## src/rtl/reg_arb_pkg.sv

```systemverilog
// Shared types and default sizing for the register arbiter.
package reg_arb_pkg;

  localparam int unsigned DEF_N        = 4;
  localparam int unsigned DEF_W        = 8;
  localparam int unsigned DEF_MAX_HOLD = 4;

  typedef enum logic [1:0] {
    ST_IDLE  = 2'd0,
    ST_GRANT = 2'd1,
    ST_LOCK  = 2'd2
  } state_t;

endpackage

```

## src/rtl/reg_arn.sv

```systemverilog
// W-bit shared storage register with load enable, cleared by reset.
module reg_arn #(
  parameter int unsigned W = 8
) (
  input  logic         clk,
  input  logic         rst,
  input  logic         en,
  input  logic [W-1:0] d,
  output logic [W-1:0] q
);

  // Load on enable; reset clears contents immediately.
  always_ff @(posedge clk or negedge rst) begin
    if (!rst) begin
      q <= '0;
    end else if (en) begin
      q <= d;
    end
  end

endmodule

```

## src/rtl/reg_arb.sv

```systemverilog
// Round-robin arbiter granting N requesters write access to one shared register,
// with an optional bounded lock for back-to-back writes by the same requester.
module reg_arb
  import reg_arb_pkg::*;
#(
  parameter int unsigned N        = DEF_N,
  parameter int unsigned W        = DEF_W,
  parameter int unsigned MAX_HOLD = DEF_MAX_HOLD
) (
  input  logic           clk,
  input  logic           rst,
  input  logic [N-1:0]   req,
  input  logic [N-1:0]   lock,
  input  logic [N*W-1:0] d_in,
  output logic [N-1:0]   gnt,
  output logic [N-1:0]   ack,
  output logic [W-1:0]   q,
  output logic           busy
);

  localparam int unsigned IW = (N > 1) ? $clog2(N) : 1;
  localparam int unsigned HW = (MAX_HOLD > 1) ? $clog2(MAX_HOLD) : 1;
  localparam logic [HW-1:0] HOLD_LAST = HW'(MAX_HOLD - 1);

  // First high request at or after start, wrapping; MSB flags "found".
  function automatic logic [IW:0] rr_pick(input logic [N-1:0] r, input logic [IW-1:0] start);
    logic [IW:0]   res;
    logic [IW-1:0] cand;
    res = '0;
    for (int unsigned k = 0; k < N; k++) begin
      cand = IW'((32'(start) + k) % N);
      if (!res[IW] && r[cand]) begin
        res = {1'b1, cand};
      end
    end
    return res;
  endfunction

  function automatic logic [N-1:0] onehot(input logic [IW-1:0] i);
    logic [N-1:0] v;
    v    = '0;
    v[i] = 1'b1;
    return v;
  endfunction

  state_t        state, state_n;
  logic [N-1:0]  gnt_n, ack_n;
  logic [IW-1:0] gidx, gidx_n;
  logic [IW-1:0] ptr, ptr_n;
  logic [HW-1:0] hold_cnt, hold_n;
  logic [IW-1:0] nxt;
  logic [IW:0]   pick;
  logic          do_rearb;
  logic          wr_en;
  logic [W-1:0]  wr_d;

  // Next-state, grant, write and pointer decisions.
  always_comb begin
    state_n  = state;
    gnt_n    = gnt;
    gidx_n   = gidx;
    ptr_n    = ptr;
    hold_n   = hold_cnt;
    ack_n    = '0;
    wr_en    = 1'b0;
    do_rearb = 1'b0;
    pick     = '0;
    wr_d     = '0;
    nxt      = (gidx == IW'(N - 1)) ? '0 : gidx + IW'(1);

    for (int unsigned i = 0; i < N; i++) begin
      if (gidx == IW'(i)) begin
        wr_d = d_in[i*W +: W];
      end
    end

    case (state)
      ST_IDLE: begin
        pick = rr_pick(req, ptr);
        if (pick[IW]) begin
          gnt_n   = onehot(pick[IW-1:0]);
          gidx_n  = pick[IW-1:0];
          state_n = ST_GRANT;
        end
      end
      ST_GRANT, ST_LOCK: begin
        if (req[gidx]) begin
          wr_en       = 1'b1;
          ack_n[gidx] = 1'b1;
          if (lock[gidx] && (hold_cnt < HOLD_LAST)) begin
            hold_n  = hold_cnt + HW'(1);
            state_n = ST_LOCK;
          end else begin
            do_rearb = 1'b1;
          end
        end else begin
          // Withdrawn request: give up the grant without writing.
          do_rearb = 1'b1;
        end
      end
      default: begin
        state_n = ST_IDLE;
        gnt_n   = '0;
      end
    endcase

    // Hand off starting just after the current owner; owner itself comes last.
    if (do_rearb) begin
      ptr_n  = nxt;
      hold_n = '0;
      pick   = rr_pick(req, nxt);
      if (pick[IW]) begin
        gnt_n   = onehot(pick[IW-1:0]);
        gidx_n  = pick[IW-1:0];
        state_n = ST_GRANT;
      end else begin
        gnt_n   = '0;
        state_n = ST_IDLE;
      end
    end
  end

  // Arbiter state and registered outputs.
  always_ff @(posedge clk or negedge rst) begin
    if (!rst) begin
      state    <= ST_IDLE;
      gnt      <= '0;
      ack      <= '0;
      gidx     <= '0;
      ptr      <= '0;
      hold_cnt <= '0;
    end else begin
      state    <= state_n;
      gnt      <= gnt_n;
      ack      <= ack_n;
      gidx     <= gidx_n;
      ptr      <= ptr_n;
      hold_cnt <= hold_n;
    end
  end

  assign busy = (state != ST_IDLE);

  reg_arn #(.W(W)) u_reg (
    .clk (clk),
    .rst (rst),
    .en  (wr_en),
    .d   (wr_d),
    .q   (q)
  );

endmodule

```

## config.mk

```make
export PLATFORM = sky130hd
export DESIGN_NAME = reg_arb
export DESIGN_NICKNAME = d
export VERILOG_FILES = /design/src/rtl/reg_arb_pkg.sv /design/src/rtl/reg_arn.sv /design/src/rtl/reg_arb.sv
export SDC_FILE = /design/constraint.sdc
export NUM_CORES = 1
export LEC_CHECK = 0
export CORE_MARGIN = 2
export CORE_UTILIZATION = 44
export CTS_BUF_LIST = sky130_fd_sc_hd__clkbuf_2 sky130_fd_sc_hd__clkbuf_4 sky130_fd_sc_hd__clkbuf_8
export CTS_CLUSTER_DIAMETER = 120
export DETAILED_ROUTE_END_ITERATION = 10
export PLACE_DENSITY = 0.83
export RECOVER_POWER = 50
export SLEW_MARGIN = 20
export SYNTH_ARGS = -nofsm -noshare
export SYNTH_HDL_FRONTEND = slang
export SYNTH_SLANG_ARGS = --single-unit
```

## constraint.sdc

```tcl
create_clock -name clk -period 2.5 [get_ports clk]
set_input_delay 0.5 -clock clk [delete_from_list [all_inputs] [get_ports clk]]
set_output_delay 0.5 -clock clk [all_outputs]
set_load 0.05 [all_outputs]
```

==> flow_summary.toml <==
[synth]
synth_warnings = 0
syn-num-nets = 264
synthArstFlopShare_pct = 100
ys_ff_latch = 24
synth_area_sq_mm = 0.00195
avgSynthCellArea_sq_um = 9.05
seq_area_frac_synth_pct = 30.9
synth_edf_count = 0
syn-instance-count = 215
synth_ff_type = "dfrtp_1"
post_synth_num_cell_types = 59

[worst_setup_path]
critPathKind = "reg2reg"
cp_max_fo = 5
cp-start-kind = "flop"
worstSetupStartpoint = "gidx[0]$_DFF_PN0_"
r2r_slack_ns = 0.08
timing.rr.end = "gidx[0]$_DFF_PN0_"
crit_end = "gidx[0]$_DFF_PN0_"
crit_arrival_ns = 2.60
ff2ff_path_depth = 8
r2r-start = "gidx[0]$_DFF_PN0_"
end_kind = "flop"
critPathRequiredTime_ns = 2.68

[power_and_ir_drop]
power_density_mw_per_mm2 = 1390
leakagePower_nw = 1.13
seqPwrFrac_pct = 17.7
irDropWorstVdd_mv = 0.624
combPwrFrac_pct = 73.5
p_int_mw = 1.97
p_clk_share_pct = 8.9
power_mw = 3.78
p_sw_mw = 1.80
switching_share_pct = 47.8

[layout]
fin_nets = 334
area_growth_pct = 39.5
n_antenna_cell = 0
drive_gt1_share_pct = 16.2

[timing]
fin_crit_ns = 2.42
slew_headroom_pct = 17.3
hold_viol = 0
tns_ns = 0
fin_worst_skew_ns = 0.00349
max_freq_mhz = 413
worst_pin_slew_ns = 1.24
setup_viol = 0
timing.final.crit_share_pct = 97.0
slew_viol_final = 0

[clocking]
cts_buffers = 3
clk_path_buf_depth = 2
cts_sinks = 24
clkSlewWorstSetupHoldPaths_ns = 0.09
cts-root-buf = "clkbuf_8"
tritoncts = "built"
insertion_delay_ns = 0.26
htreeDepth = 1

[floorplanning]
start_util_pct = 45.3
dieArea_sq_mm = 0.00497
chipWidth_um = 70.5
chipHeight_um = 70.5
fp-row-count = 24
pin_count = 59
core_area_sq_mm = 0.00429

[detailed_routing]
routed_wl_um = 5200
vias = 1902
drc = 0
dr.pass1.iters = 4
vias_per_cell = 5.66
wl_met3_um = 537
drt_iter0_markers = 123
wl_per_cell_um = 15.5
wl_met2_um = 2410
routed.top_layer = "met4"
met1Wirelength_um = 2240
ant_nets = 0

[grt]
grt_overflow = 0
grt_pass1_wl_um = 8740
antenna_found_initial = 0
grt_max_degree = 26
track_usage_pct = 21.1
grt_pass1_vias = 1859

[hold_path]
hold_depth = 1
holdCritPathClass = "reg2reg"

[place]
place_congestion = 0.893
portBuffers = 58
dp_hpwl_um = 3960

[run]
max_cap_violations = 0

[run_status]
status = "completed"
## metal layers
| layer | global-route usage (%) | up-vias |
|---|---|---|
| li1 | - | 930 |
| met1 | 29.4 | 875 |
| met2 | 35.7 | 95 |
| met3 | 3.46 | 2 |
| met4 | 2.14 | 0 |
| met5 | 0 | - |
## synthesized netlist by cell type (2+ instances only)
cell	number	area share (%)
o21ai_0	5	1.3
nand2b_1	3	0.96
a221oi_1	8	3.6
dfrtp_1	24	31
a22oi_1	4	1.5
nor3b_1	3	1.2
mux4_2	3	3.5
a32oi_1	2	0.90
nand3b_1	4	1.5
nor2_1	13	2.5
a21oi_1	19	4.9
or3_1	2	0.64
clkbuf_1	5	0.96
o221ai_1	3	1.4
nor3_1	11	2.8
nor4_1	3	0.96
o21bai_1	3	1.2
nor2b_1	10	3.2
buf_2	3	0.77
buf_4	3	1.2
clkbuf_8	2	1.4
and3_1	4	1.3
ha_1	7	4.5
nand2_1	11	2.1
mux2_1	2	1.2
o21ai_1	3	0.77
inv_1	9	1.7
mux2i_1	7	3.6
o2bb2ai_1	2	0.90
buf_6	6	3.5
nand3_1	3	0.77
## cell families (layout without fill, tap and decap cells)
family,after synthesis,after routing,synth area share (%)
buffers and inverters,29,98,9.97
adders and majority gates,7,7,4.50
and+or+nand+nor,77,77,22.2
muxes,13,13,8.81
AOI/OAI and AO/OA,65,65,23.7
DFF,24,24,30.9
## worst min path at each step
stage | from | slack, ns | endpoint
floorplan | rst | 0.20 | ack[0]$_DFF_PN0_
global placement | hold_cnt[0]$_DFFE_PN0P_ | 0.47 | hold_cnt[0]$_DFFE_PN0P_
detailed placement | hold_cnt[1]$_DFFE_PN0P_ | 0.48 | hold_cnt[1]$_DFFE_PN0P_
CTS | hold_cnt[0]$_DFFE_PN0P_ | 0.50 | hold_cnt[0]$_DFFE_PN0P_
global route | hold_cnt[0]$_DFFE_PN0P_ | 0.52 | hold_cnt[0]$_DFFE_PN0P_
finish | hold_cnt[0]$_DFFE_PN0P_ | 0.49 | hold_cnt[0]$_DFFE_PN0P_
## layout by cell type (no fill, tap or decap), types with 4 or more instances in the layout
| cell | instances |
|---|---|
| clkdlybuf4s50_1 | 53 |
| ha_1 | 6 |
| nor2b_1 | 10 |
| inv_1 | 9 |
| nand3b_1 | 4 |
| a21oi_1 | 19 |
| dfrtp_1 | 24 |
| nand2_1 | 11 |
| o21ai_0 | 4 |
| and3_1 | 4 |
| nor3_1 | 11 |
| buf_4 | 25 |
| o21ai_1 | 4 |
| a22oi_1 | 4 |
| nor2_1 | 13 |
| dlygate4sd3_1 | 5 |
| mux2i_1 | 7 |
| a221oi_1 | 8 |
## through the flow
stage	util [%]	instances	area, sq um	setup WS, ns	hold WS [ns]
global route	63.2	336	2720	-0.00152	0.523
finish	63.2	336	2720	0.0759	0.491
floorplan	-	215	1950	0.0369	0.204
global placement	61.0	330	2620	0.00180	0.467
CTS	62.8	335	2700	0.0531	0.497
detailed placement	61.0	330	2620	-0.0693	0.484
## critical path, stage by stage, from the launching register on
cell	delay, ns
dfrtp_1	0.42
buf_4	0.14
buf_4	0.13
ha_1	0.20
nor2_1	0.33
nand2_1	0.18
and4_2	0.23
or4_4	0.53
mux2i_1	0.18
## final cells by class
class / count / area, sq um
sequential: 24 / 601
timing repair buffer: 84 / 772
fill: 376 / 1580
tap: 52 / 65.1
inverter: 10 / 42.5
multi-input combinational: 162 / 1160
clock buffer: 3 / 41.3
clock inverter: 1 / 30.0
## power groups by stage
stage,Clock (mW),Combinational (mW),Sequential (mW)
2_1_floorplan,0,1.62,1.03
3_3_place_gp,0,2.63,0.673
3_5_place_dp,0,2.71,0.679
4_1_cts,0.342,2.73,0.668
5_1_grt,0.360,3.00,0.691
6_report,0.335,2.77,0.667
## repair_timing
action | in CTS | in global routing
hold buffers | 0 | 0
resized for setup | 0 | 2
setup buffers | 1 | 1
endpoints found under the setup margin | 1 | 5
gates cloned | 0 | 0
## flip-flops by register name, indices dropped and copies added (netlist names)
| register | cells |
|---|---|
| u_reg.q | 8 |
| ack | 4 |
| gnt | 4 |
| gidx | 2 |
| hold_cnt | 2 |
| ptr | 2 |
| state | 2 |
No activity file was read; power rests on OpenSTA's default activity.
